**src/rtl/el2_dec_halt_arb_if.sv**
```systemverilog
// Halt/run handshake bundle between the three requesters (DM, MPC, PMU),
// the TLU status/request lines and the halt arbiter.
interface el2_dec_halt_arb_if;
    // Requester side
    logic       dbg_halt_req;
    logic       dbg_resume_req;
    logic       mpc_halt_req;
    logic       mpc_run_req;
    logic       pmu_halt_req;
    logic       pmu_run_req;
    // TLU side
    logic       core_halted;
    logic       halt_req_o;
    logic       run_req_o;
    // Completion acks, one-cycle pulses
    logic       dbg_halt_ack;
    logic       mpc_halt_ack;
    logic       pmu_halt_ack;
    logic       dbg_resume_ack;
    logic       mpc_run_ack;
    logic       pmu_run_ack;
    // Status
    logic [1:0] owner;
    logic [1:0] arb_state;
    logic       halt_timeout;

    // Arbiter view
    modport slave (
        input  dbg_halt_req, dbg_resume_req, mpc_halt_req, mpc_run_req,
               pmu_halt_req, pmu_run_req, core_halted,
        output halt_req_o, run_req_o,
               dbg_halt_ack, mpc_halt_ack, pmu_halt_ack,
               dbg_resume_ack, mpc_run_ack, pmu_run_ack,
               owner, arb_state, halt_timeout
    );

    // Requester / TLU-model view
    modport master (
        output dbg_halt_req, dbg_resume_req, mpc_halt_req, mpc_run_req,
               pmu_halt_req, pmu_run_req, core_halted,
        input  halt_req_o, run_req_o,
               dbg_halt_ack, mpc_halt_ack, pmu_halt_ack,
               dbg_resume_ack, mpc_run_ack, pmu_run_ack,
               owner, arb_state, halt_timeout
    );
endinterface

```
**src/rtl/el2_dec_halt_arb.sv**
```systemverilog
// Halt/run arbiter: merges DM, MPC and PMU halt/run requests into one
// halt/run request pair toward the TLU, tracks the halt owner, routes
// acks back to the owner only, and flags halt latency overruns.
// Internal source index: 0 = DBG, 1 = MPC, 2 = PMU. Owner code = index + 1.
module el2_dec_halt_arb #(
    parameter int unsigned TO_W         = 8,
    // Must be below 2**TO_W so the match value is reachable
    parameter int unsigned HALT_TIMEOUT = 200
) (
    input  logic                clk,
    input  logic                rst_l,
    el2_dec_halt_arb_if.slave   io_arb
);

    typedef enum logic [1:0] {
        StRun      = 2'd0,
        StHaltPend = 2'd1,
        StHalted   = 2'd2,
        StRunPend  = 2'd3
    } state_e;

    localparam logic [TO_W-1:0] LP_TO_MATCH = TO_W'(HALT_TIMEOUT - 1);

    // Owner code to one-hot source vector
    function automatic logic [2:0] f_onehot(input logic [1:0] own);
        logic [2:0] oh;
        oh = 3'b000;
        case (own)
            2'd1:    oh = 3'b001;
            2'd2:    oh = 3'b010;
            2'd3:    oh = 3'b100;
            default: oh = 3'b000;
        endcase
        return oh;
    endfunction

    state_e            r_state;
    logic [1:0]        r_owner;
    logic [TO_W-1:0]   r_cnt;
    logic              r_halt_req;
    logic              r_run_req;
    logic              r_timeout;
    logic [2:0]        r_halt_ack;
    logic [2:0]        r_run_ack;
    logic [2:0]        r_halt_arm;
    logic [2:0]        r_run_arm;

    logic [2:0]        w_halt_req;
    logic [2:0]        w_run_req;
    logic [2:0]        w_halt_v;
    logic [2:0]        w_run_v;
    logic [1:0]        w_hp_owner;
    logic              w_escalate;
    logic              w_owner_run;
    logic [2:0]        w_halt_ack_set;
    logic [2:0]        w_run_ack_set;

    assign w_halt_req = {io_arb.pmu_halt_req, io_arb.mpc_halt_req, io_arb.dbg_halt_req};
    assign w_run_req  = {io_arb.pmu_run_req,  io_arb.mpc_run_req,  io_arb.dbg_resume_req};
    assign w_halt_v   = w_halt_req & r_halt_arm;
    assign w_run_v    = w_run_req  & r_run_arm;

    // Highest-priority armed halt requester (0 when none)
    always_comb begin
        w_hp_owner = 2'd0;
        if (w_halt_v[0]) begin
            w_hp_owner = 2'd1;
        end else if (w_halt_v[1]) begin
            w_hp_owner = 2'd2;
        end else if (w_halt_v[2]) begin
            w_hp_owner = 2'd3;
        end
    end

    // Lower owner code means higher priority; owner 0 never escalates
    assign w_escalate = (w_hp_owner != 2'd0) && (w_hp_owner < r_owner);

    // Armed run request from the current owner
    always_comb begin
        w_owner_run = 1'b0;
        case (r_owner)
            2'd1:    w_owner_run = w_run_v[0];
            2'd2:    w_owner_run = w_run_v[1];
            2'd3:    w_owner_run = w_run_v[2];
            default: w_owner_run = 1'b0;
        endcase
    end

    // Which ack fires at the next edge; shared by FSM and arm-bit logic
    always_comb begin
        w_halt_ack_set = 3'b000;
        w_run_ack_set  = 3'b000;
        unique case (r_state)
            StHaltPend: begin
                // Ack goes to the final owner, including a same-cycle escalation
                if (io_arb.core_halted) begin
                    w_halt_ack_set = f_onehot(w_escalate ? w_hp_owner : r_owner);
                end
            end
            StHalted: begin
                if (w_escalate) begin
                    w_halt_ack_set = f_onehot(w_hp_owner);
                end
            end
            StRunPend: begin
                if (!io_arb.core_halted) begin
                    w_run_ack_set = f_onehot(r_owner);
                end
            end
            default: begin
            end
        endcase
    end

    // Arbitration FSM with registered request, ack and timeout outputs
    always_ff @(posedge clk) begin
        if (!rst_l) begin
            r_state    <= StRun;
            r_owner    <= 2'd0;
            r_cnt      <= '0;
            r_halt_req <= 1'b0;
            r_run_req  <= 1'b0;
            r_timeout  <= 1'b0;
            r_halt_ack <= 3'b000;
            r_run_ack  <= 3'b000;
        end else begin
            r_halt_ack <= w_halt_ack_set;
            r_run_ack  <= w_run_ack_set;
            r_timeout  <= 1'b0;
            unique case (r_state)
                StRun: begin
                    // Run requests are meaningless while running
                    if (w_hp_owner != 2'd0) begin
                        r_owner    <= w_hp_owner;
                        r_halt_req <= 1'b1;
                        r_cnt      <= '0;
                        r_state    <= StHaltPend;
                    end
                end
                StHaltPend: begin
                    if (r_cnt != {TO_W{1'b1}}) begin
                        r_cnt <= r_cnt + TO_W'(1);
                    end
                    if (w_escalate) begin
                        r_owner <= w_hp_owner;
                    end
                    if (io_arb.core_halted) begin
                        r_halt_req <= 1'b0;
                        r_state    <= StHalted;
                    end else if (r_cnt == LP_TO_MATCH) begin
                        // Counter saturates past the match, so this fires once
                        r_timeout <= 1'b1;
                    end
                end
                StHalted: begin
                    // A higher-priority halt takes ownership before any resume
                    if (w_escalate) begin
                        r_owner <= w_hp_owner;
                    end else if (w_owner_run) begin
                        r_run_req <= 1'b1;
                        r_state   <= StRunPend;
                    end
                end
                StRunPend: begin
                    if (!io_arb.core_halted) begin
                        r_run_req <= 1'b0;
                        r_owner   <= 2'd0;
                        r_state   <= StRun;
                    end
                end
            endcase
        end
    end

    // Arm bits: drop with the ack, re-arm once the request is seen low
    always_ff @(posedge clk) begin
        if (!rst_l) begin
            r_halt_arm <= 3'b111;
            r_run_arm  <= 3'b111;
        end else begin
            r_halt_arm <= (r_halt_arm | ~w_halt_req) & ~w_halt_ack_set;
            r_run_arm  <= (r_run_arm  | ~w_run_req)  & ~w_run_ack_set;
        end
    end

    assign io_arb.halt_req_o     = r_halt_req;
    assign io_arb.run_req_o      = r_run_req;
    assign io_arb.dbg_halt_ack   = r_halt_ack[0];
    assign io_arb.mpc_halt_ack   = r_halt_ack[1];
    assign io_arb.pmu_halt_ack   = r_halt_ack[2];
    assign io_arb.dbg_resume_ack = r_run_ack[0];
    assign io_arb.mpc_run_ack    = r_run_ack[1];
    assign io_arb.pmu_run_ack    = r_run_ack[2];
    assign io_arb.owner          = r_owner;
    assign io_arb.arb_state      = r_state;
    assign io_arb.halt_timeout   = r_timeout;

endmodule
```
**src/flat_wrapper.sv**
```systemverilog
// flat-port wrapper written by rule: the top's interface ports become plain ports
module el2_dec_halt_arb_flat 
#(
    parameter int unsigned TO_W         = 8,
                                                            
    parameter int unsigned HALT_TIMEOUT = 200
)
  (clk, rst_l, io_arb_dbg_halt_req, io_arb_dbg_resume_req, io_arb_mpc_halt_req, io_arb_mpc_run_req, io_arb_pmu_halt_req, io_arb_pmu_run_req, io_arb_core_halted, io_arb_halt_req_o, io_arb_run_req_o, io_arb_dbg_halt_ack, io_arb_mpc_halt_ack, io_arb_pmu_halt_ack, io_arb_dbg_resume_ack, io_arb_mpc_run_ack, io_arb_pmu_run_ack, io_arb_owner, io_arb_arb_state, io_arb_halt_timeout);
  el2_dec_halt_arb_if io_arb_i ();
  input  logic clk;
  input  logic rst_l;
  input wire logic [$bits(io_arb_i.dbg_halt_req)-1:0] io_arb_dbg_halt_req;
  input wire logic [$bits(io_arb_i.dbg_resume_req)-1:0] io_arb_dbg_resume_req;
  input wire logic [$bits(io_arb_i.mpc_halt_req)-1:0] io_arb_mpc_halt_req;
  input wire logic [$bits(io_arb_i.mpc_run_req)-1:0] io_arb_mpc_run_req;
  input wire logic [$bits(io_arb_i.pmu_halt_req)-1:0] io_arb_pmu_halt_req;
  input wire logic [$bits(io_arb_i.pmu_run_req)-1:0] io_arb_pmu_run_req;
  input wire logic [$bits(io_arb_i.core_halted)-1:0] io_arb_core_halted;
  output wire logic [$bits(io_arb_i.halt_req_o)-1:0] io_arb_halt_req_o;
  output wire logic [$bits(io_arb_i.run_req_o)-1:0] io_arb_run_req_o;
  output wire logic [$bits(io_arb_i.dbg_halt_ack)-1:0] io_arb_dbg_halt_ack;
  output wire logic [$bits(io_arb_i.mpc_halt_ack)-1:0] io_arb_mpc_halt_ack;
  output wire logic [$bits(io_arb_i.pmu_halt_ack)-1:0] io_arb_pmu_halt_ack;
  output wire logic [$bits(io_arb_i.dbg_resume_ack)-1:0] io_arb_dbg_resume_ack;
  output wire logic [$bits(io_arb_i.mpc_run_ack)-1:0] io_arb_mpc_run_ack;
  output wire logic [$bits(io_arb_i.pmu_run_ack)-1:0] io_arb_pmu_run_ack;
  output wire logic [$bits(io_arb_i.owner)-1:0] io_arb_owner;
  output wire logic [$bits(io_arb_i.arb_state)-1:0] io_arb_arb_state;
  output wire logic [$bits(io_arb_i.halt_timeout)-1:0] io_arb_halt_timeout;
  assign io_arb_i.dbg_halt_req = io_arb_dbg_halt_req;
  assign io_arb_i.dbg_resume_req = io_arb_dbg_resume_req;
  assign io_arb_i.mpc_halt_req = io_arb_mpc_halt_req;
  assign io_arb_i.mpc_run_req = io_arb_mpc_run_req;
  assign io_arb_i.pmu_halt_req = io_arb_pmu_halt_req;
  assign io_arb_i.pmu_run_req = io_arb_pmu_run_req;
  assign io_arb_i.core_halted = io_arb_core_halted;
  assign io_arb_halt_req_o = io_arb_i.halt_req_o;
  assign io_arb_run_req_o = io_arb_i.run_req_o;
  assign io_arb_dbg_halt_ack = io_arb_i.dbg_halt_ack;
  assign io_arb_mpc_halt_ack = io_arb_i.mpc_halt_ack;
  assign io_arb_pmu_halt_ack = io_arb_i.pmu_halt_ack;
  assign io_arb_dbg_resume_ack = io_arb_i.dbg_resume_ack;
  assign io_arb_mpc_run_ack = io_arb_i.mpc_run_ack;
  assign io_arb_pmu_run_ack = io_arb_i.pmu_run_ack;
  assign io_arb_owner = io_arb_i.owner;
  assign io_arb_arb_state = io_arb_i.arb_state;
  assign io_arb_halt_timeout = io_arb_i.halt_timeout;
  el2_dec_halt_arb #(.TO_W(TO_W), .HALT_TIMEOUT(HALT_TIMEOUT)) u_core (.clk(clk), .rst_l(rst_l), .io_arb(io_arb_i));
endmodule
```
**config.mk**
```make
export PLATFORM = sky130hd
export DESIGN_NAME = el2_dec_halt_arb_flat
export DESIGN_NICKNAME = d
export VERILOG_FILES = /design/src/rtl/el2_dec_halt_arb_if.sv /design/src/rtl/el2_dec_halt_arb.sv /design/src/flat_wrapper.sv
export SDC_FILE = /design/constraint.sdc
export NUM_CORES = 1
export LEC_CHECK = 0
export ABC_CLOCK_PERIOD_IN_PS = 3430
export BUFFER_PORTS_ARGS = -buffer_cell sky130_fd_sc_hd__buf_2
export CAP_MARGIN = 20
export CORE_ASPECT_RATIO = 0.5
export CORE_UTILIZATION = 50
export CTS_CLUSTER_SIZE = 28
export DETAILED_ROUTE_END_ITERATION = 10
export PLACE_DENSITY = 0.83
export SLEW_MARGIN = 40
export SYNTH_ARGS = -nofsm -noshare
export SYNTH_HDL_FRONTEND = slang
export SYNTH_SLANG_ARGS = --single-unit
export TNS_END_PERCENT = 1
```
**constraint.sdc**
```tcl
create_clock -name clk -period 3.43 [get_ports clk]
set_clock_uncertainty 0.1 [all_clocks]
set_input_delay 0 -clock clk [delete_from_list [all_inputs] [get_ports clk]]
set_output_delay 0 -clock clk [all_outputs]
set_load 0.05 [all_outputs]
```
* Word level (Yosys, flattened, before mapping)
Cells that the tools add are included. W data, S select, Z words.
Storage, ports and cells: register bits 27, RAM bits 0, latch bits 0, input bits 9, ROM bits 0, output and inout port bits 13, logic and storage cells 88, memories 0
Cells by class: multiplexer cells 32, equal/unequal tests 20, $mul 0, shift operators 0, add/subtract/negate cells 1, div/mod/pow operators 0, bitwise logic cells 12, $lt $le $gt $ge 1, reductions and logical operators 12
Operators with widths (count):
- $pmux W3 S3 | 3
- $mux W2 | 10
- $eq A2 B2 Y1 const B | 8
- $mux W8 | 2
- $pmux W8 S2 | 1
- $and A3 B3 Y3 | 4
- $mux W3 | 4
- $not A3 Y3 | 4
- $add A8 B1 Y8 const B | 1
- $eq A2 B1 Y1 const B | 4
- $eq A8 B8 Y1 const B | 1
- $ne A8 B8 Y1 const B | 1
- $pmux W2 S4 | 1
- $mux W1 | 6
- $ne A2 B1 Y1 const B | 3
- $ne A2 B2 Y1 const B | 3
- $or A3 B3 Y3 | 2
- $pmux W2 S3 | 1
- $pmux W3 S2 | 1
- $reduce_and A3 Y1 | 2
- $reduce_bool A2 Y1 | 3
- $reduce_and A5 Y1 | 1
- $pmux W1 S2 | 2
- $reduce_and A4 Y1 | 1
- 8 further kinds | 9

* Longest topological paths before layout
depth in word-level cells 13, mapped depth 8, depth with buffers taken out 6

* Least setup slack after synthesis
Ideal clock, no wire load.
kind register to register, from register u_core.r_state[0], in the netlist u_core.io_arb.arb_state[0], to register u_core.r_cnt[4], data arrival time 2.196 ns, library setup time 0.071 ns, setup slack 1.063 ns, cell stages (with the launch flop) 7, period minus slack after synthesis 2.367 ns, path buffers 1, data required time 3.259 ns, path through dfxtp_1 -> inv_1 -> ha_1 -> clkbuf_1 -> mux2_4 -> or4_1 -> a21oi_1
On the way: longest elaborated chain between the ends 3, elaborated cells on any way between the ends 7, those cells by class 3 x eq/ne; 1 x mux; 3 x reduce/logical
RTL lines:
- start: declaration | line el2_dec_halt_arb.sv:37 | state_e r_state;
- start signal: assignment | line el2_dec_halt_arb.sv:118 | r_state <= StRun;
- start signal: assignment | line el2_dec_halt_arb.sv:137 | r_state <= StHaltPend;
- start signal: assignment | line el2_dec_halt_arb.sv:149 | r_state <= StHalted;
- $eq A2 B1 Y1 or $logic_not A2 Y1 (tied branches) | line el2_dec_halt_arb.sv:130 | unique case (r_state)
- $ne A2 B1 Y1 (no source line) or $reduce_bool A2 Y1 (tied branches)
- $reduce_and A3 Y1 (no source line)
- end signal: assignment | line el2_dec_halt_arb.sv:142 | r_cnt <= r_cnt + TO_W'(1);
- end: declaration | line el2_dec_halt_arb.sv:39 | logic [TO_W-1:0] r_cnt;
Parallel ways exist; a longest one is shown, timed or not. A chain may end at the register's enable or synchronous reset.

* Worst setup path in the final report
from register u_core.r_state[1], in the netlist u_core.io_arb.arb_state[1], to register u_core.r_cnt[4]
Same word-level chain as after synthesis.

==> flow_metrics.env <==
export IMPL_status="completed"
export IMPL_r2r_end="u_core.r_cnt[4]"
export IMPL_p_seq_share_pct=38.6
export IMPL_clockBufferDepth=2
export IMPL_rsz0062_at_grt="false"
export IMPL_yosysWarnings=0
export IMPL_fillers=198
export IMPL_drt_total_wl_mm=3.14
export IMPL_swShare_pct=41.8
export IMPL_cp_required_ps=3530
export IMPL_ff2ff_path_depth=6
export IMPL_maxCapViolations=0
export IMPL_switching_power_mw=0.408
export IMPL_worstHoldEndpoint="u_core.io_arb.halt_req_o"
export IMPL_crit_type="flip-flop to flip-flop"
export IMPL_root_buffer="clkbuf_8"
export IMPL_synth_cell_type_count=37
export IMPL_cp_max_fo=9
export IMPL_synth_nets=174
export IMPL_hold_buffers=7
export IMPL_p_per_area_mw_per_mm2=612
export IMPL_min_path_cells=2
export IMPL_grt_pass1_vias=1174
export IMPL_ir_drop_mv=0.329
export IMPL_via_count=1299
export IMPL_synth_seq_cells=27
export IMPL_drv_slew=0
export IMPL_portBuffers=21
export IMPL_postCtsSetupRepairBufs=0
export IMPL_drive_above_1_share_pct=14.6
export IMPL_grt_remaining_overflow=0
export IMPL_ff2ff_setup_slack_ps=1330
export IMPL_nNetsFinal=201
export IMPL_hpwl_mm=2.21
export IMPL_grt_total_usage_pct=23.8
export IMPL_die_w_um=75.6
export IMPL_fin_crit_ps=2100
export IMPL_antenna_found_initial=0
export IMPL_stdcell_count=220
export IMPL_placedCellCount=209
export IMPL_drtIter0Drc=141
export IMPL_power_clock_fraction_pct=18.1
export IMPL_synth_area_per_cell_um2=8.51
export IMPL_p_leak_nw=0.662
export IMPL_slew_headroom_pct=55.4
export IMPL_worst_slew_pin_slew_ps=666
export IMPL_start_util_pct=56.7
export IMPL_areaGrowthSynthToFinish_pct=17.9
export IMPL_wl_per_cell_um=14.3
export IMPL_layout_commonest_cell="dfxtp_1"
export IMPL_die_y_um=38.8
export IMPL_max_freq_mhz=475
export IMPL_r2r_start="u_core.io_arb.arb_state[1]"
export IMPL_mappedNetlistArea_mm2=0.00135
export IMPL_intPower_mw=0.569
export IMPL_setup_violations=0
export IMPL_cts_max_level=1
export IMPL_first_pass_iters=4
export IMPL_postRouteAntennaNets=0
export IMPL_layout_common_cells="dfxtp_1 (27), buf_2 (21), inv_1 (16), nand2_1 (14), a21oi_1 (11)"
export IMPL_cts_tree="yes"
export IMPL_fp_row_count=12
export IMPL_hold_viol=0
export IMPL_grt_start_max_net_pins=17
export IMPL_routabilityCongestion=0.836
export IMPL_ys_seq_area_share_pct=39.9
export IMPL_finalCritPeriodShare_pct=61.4
export IMPL_ios=22
export IMPL_grt_pass1_wl_mm=5.02
export IMPL_core_area_mm2=0.00239
export IMPL_hp_class="input pin to flip-flop"
export IMPL_clock_latency_ps=270
export IMPL_syn_inst=159
export IMPL_cp_end_kind="flip-flop"
export IMPL_tns_ps=0
export IMPL_drcViolationCount=0
export IMPL_cts_resized=0
export IMPL_cts_made_buffers=3
export IMPL_antenna_diode_count=0
export IMPL_cp_start_kind="flip-flop"
export IMPL_min_from="rst_l"
export IMPL_cp_arrival_ps=2210
export IMPL_cts_sinks=27
export IMPL_cts_clk_slew_worst_paths_ps=90
export IMPL_p_comb_share_pct=43.4
export IMPL_dieArea_mm2=0.00293
export IMPL_routed_via_density=5.90
[routing by layer]
| layer | vias up | global-route usage [%] | wire length (um) |
|---|---|---|---|
| met1 | 615 | 28.0 | 1420 |
| met3 | 4 | 5.73 | 166 |
| met2 | 45 | 44.0 | 1530 |
| li1 | 635 | - | - |
| met4 | 0 | 6.94 | 34 |
| met5 | - | 0 | 0 |
[worst max-delay path, stage by stage (launching register included)]
cell	delay (ps)
dfxtp_1	360
inv_1	110
ha_1	340
inv_1	130
mux2_4	330
or4_1	520
a21oi_1	150
[metrics by stage]
| step | worst slack (ps) | util [%] | instance area (um2) | hold slack [ps] | power [mW] |
|---|---|---|---|---|---|
| after floorplan | 1060 | - | 1350 | 11.0 | 0.701 |
| after global placement | 1290 | 61.8 | 1480 | 116 | 0.778 |
| after detailed placement | 1330 | 62.1 | 1480 | 120 | 0.796 |
| after CTS | 1320 | 66.9 | 1600 | 11.5 | 0.979 |
| after global routing | 1180 | 66.9 | 1600 | 8.44 | 1.03 |
| final | 1330 | 66.9 | 1600 | 11.6 | 0.978 |
[synth_stat cells]
cell type	number	share of area, %
nor4_1	1	0.46
ha_1	6	5.5
a221oi_1	3	1.9
dfxtp_1	27	40
nand4_1	2	0.92
and3_1	1	0.46
o21ai_0	5	1.8
mux2i_1	4	3.0
a22oi_1	2	1.1
inv_1	16	4.4
a222oi_1	1	0.74
buf_6	1	0.83
nand3b_1	2	1.1
a21o_1	1	0.55
a21oi_1	11	4.1
mux2_4	1	1.1
o32ai_1	1	0.65
o21a_1	2	1.1
nor3_1	4	1.5
or3_1	1	0.46
a32o_1	2	1.5
nor2b_1	3	1.4
a211oi_1	1	0.55
o21ai_1	2	0.74
nand4b_1	3	1.9
o2111ai_1	1	0.65
o211ai_1	1	0.55
nor2_1	3	0.83
nand2_1	14	3.9
clkbuf_1	6	1.7
nand2b_1	5	2.3
nor3b_1	2	1.1
a31oi_1	8	3.7
or4_1	4	2.2
o31ai_1	4	2.2
nand3_1	7	2.6
o22ai_1	1	0.46
[kinds of logic after synthesis]
group / after synthesis / share of synthesized area [%]
DFF: 27 / 39.9
buffers and inverters: 23 / 6.93
and+or+nand+nor: 52 / 21.2
adders and majority gates: 6 / 5.55
AOI/OAI and AO/OA: 46 / 22.4
muxes: 5 / 4.07
[power groups by stage]
| stage | combinational (mW) | clock (mW) | sequential [mW] |
|---|---|---|---|
| floorplan | 0.252 | 0 | 0.450 |
| global placement | 0.397 | 0 | 0.381 |
| detailed placement | 0.413 | 0 | 0.384 |
| CTS | 0.420 | 0.182 | 0.376 |
| global route | 0.455 | 0.196 | 0.382 |
| finish | 0.424 | 0.177 | 0.377 |
[flip-flops by register name, summed over array words and instances, names as in the netlist]
register                    flops
u_core.io_arb.halt_req_o        1
u_core.io_arb.arb_state         2
u_core.r_run_arm                3
u_core.r_run_ack                3
u_core.io_arb.run_req_o         1
u_core.r_cnt                    8
u_core.r_halt_ack               3
u_core.io_arb.halt_timeout      1
u_core.io_arb.owner             2
u_core.r_halt_arm               3
[worst max path at each step]
stage	from	end	slack, ps	cells after the start
after CTS	u_core.io_arb.arb_state[1]	u_core.r_cnt[4]	1320	6
after detailed placement	u_core.io_arb.arb_state[1]	u_core.r_cnt[4]	1330	6
final	u_core.io_arb.arb_state[1]	u_core.r_cnt[4]	1330	6
after global placement	u_core.io_arb.arb_state[1]	u_core.r_cnt[3]	1290	6
after global routing	u_core.io_arb.arb_state[1]	u_core.r_cnt[3]	1180	6
after floorplan	u_core.io_arb.arb_state[0]	u_core.r_cnt[4]	1060	6
[cell type report]
class,instances,area (um2),area share [%]
multi-input cells,109,724,45.4
inverters,16,60.1,3.76
well taps,35,43.8,2.74
clock buffers,4,45.0,2.82
flip-flops and latches,27,541,33.9
repair buffers,29,183,11.4
(Power assumes the default switching activity.)
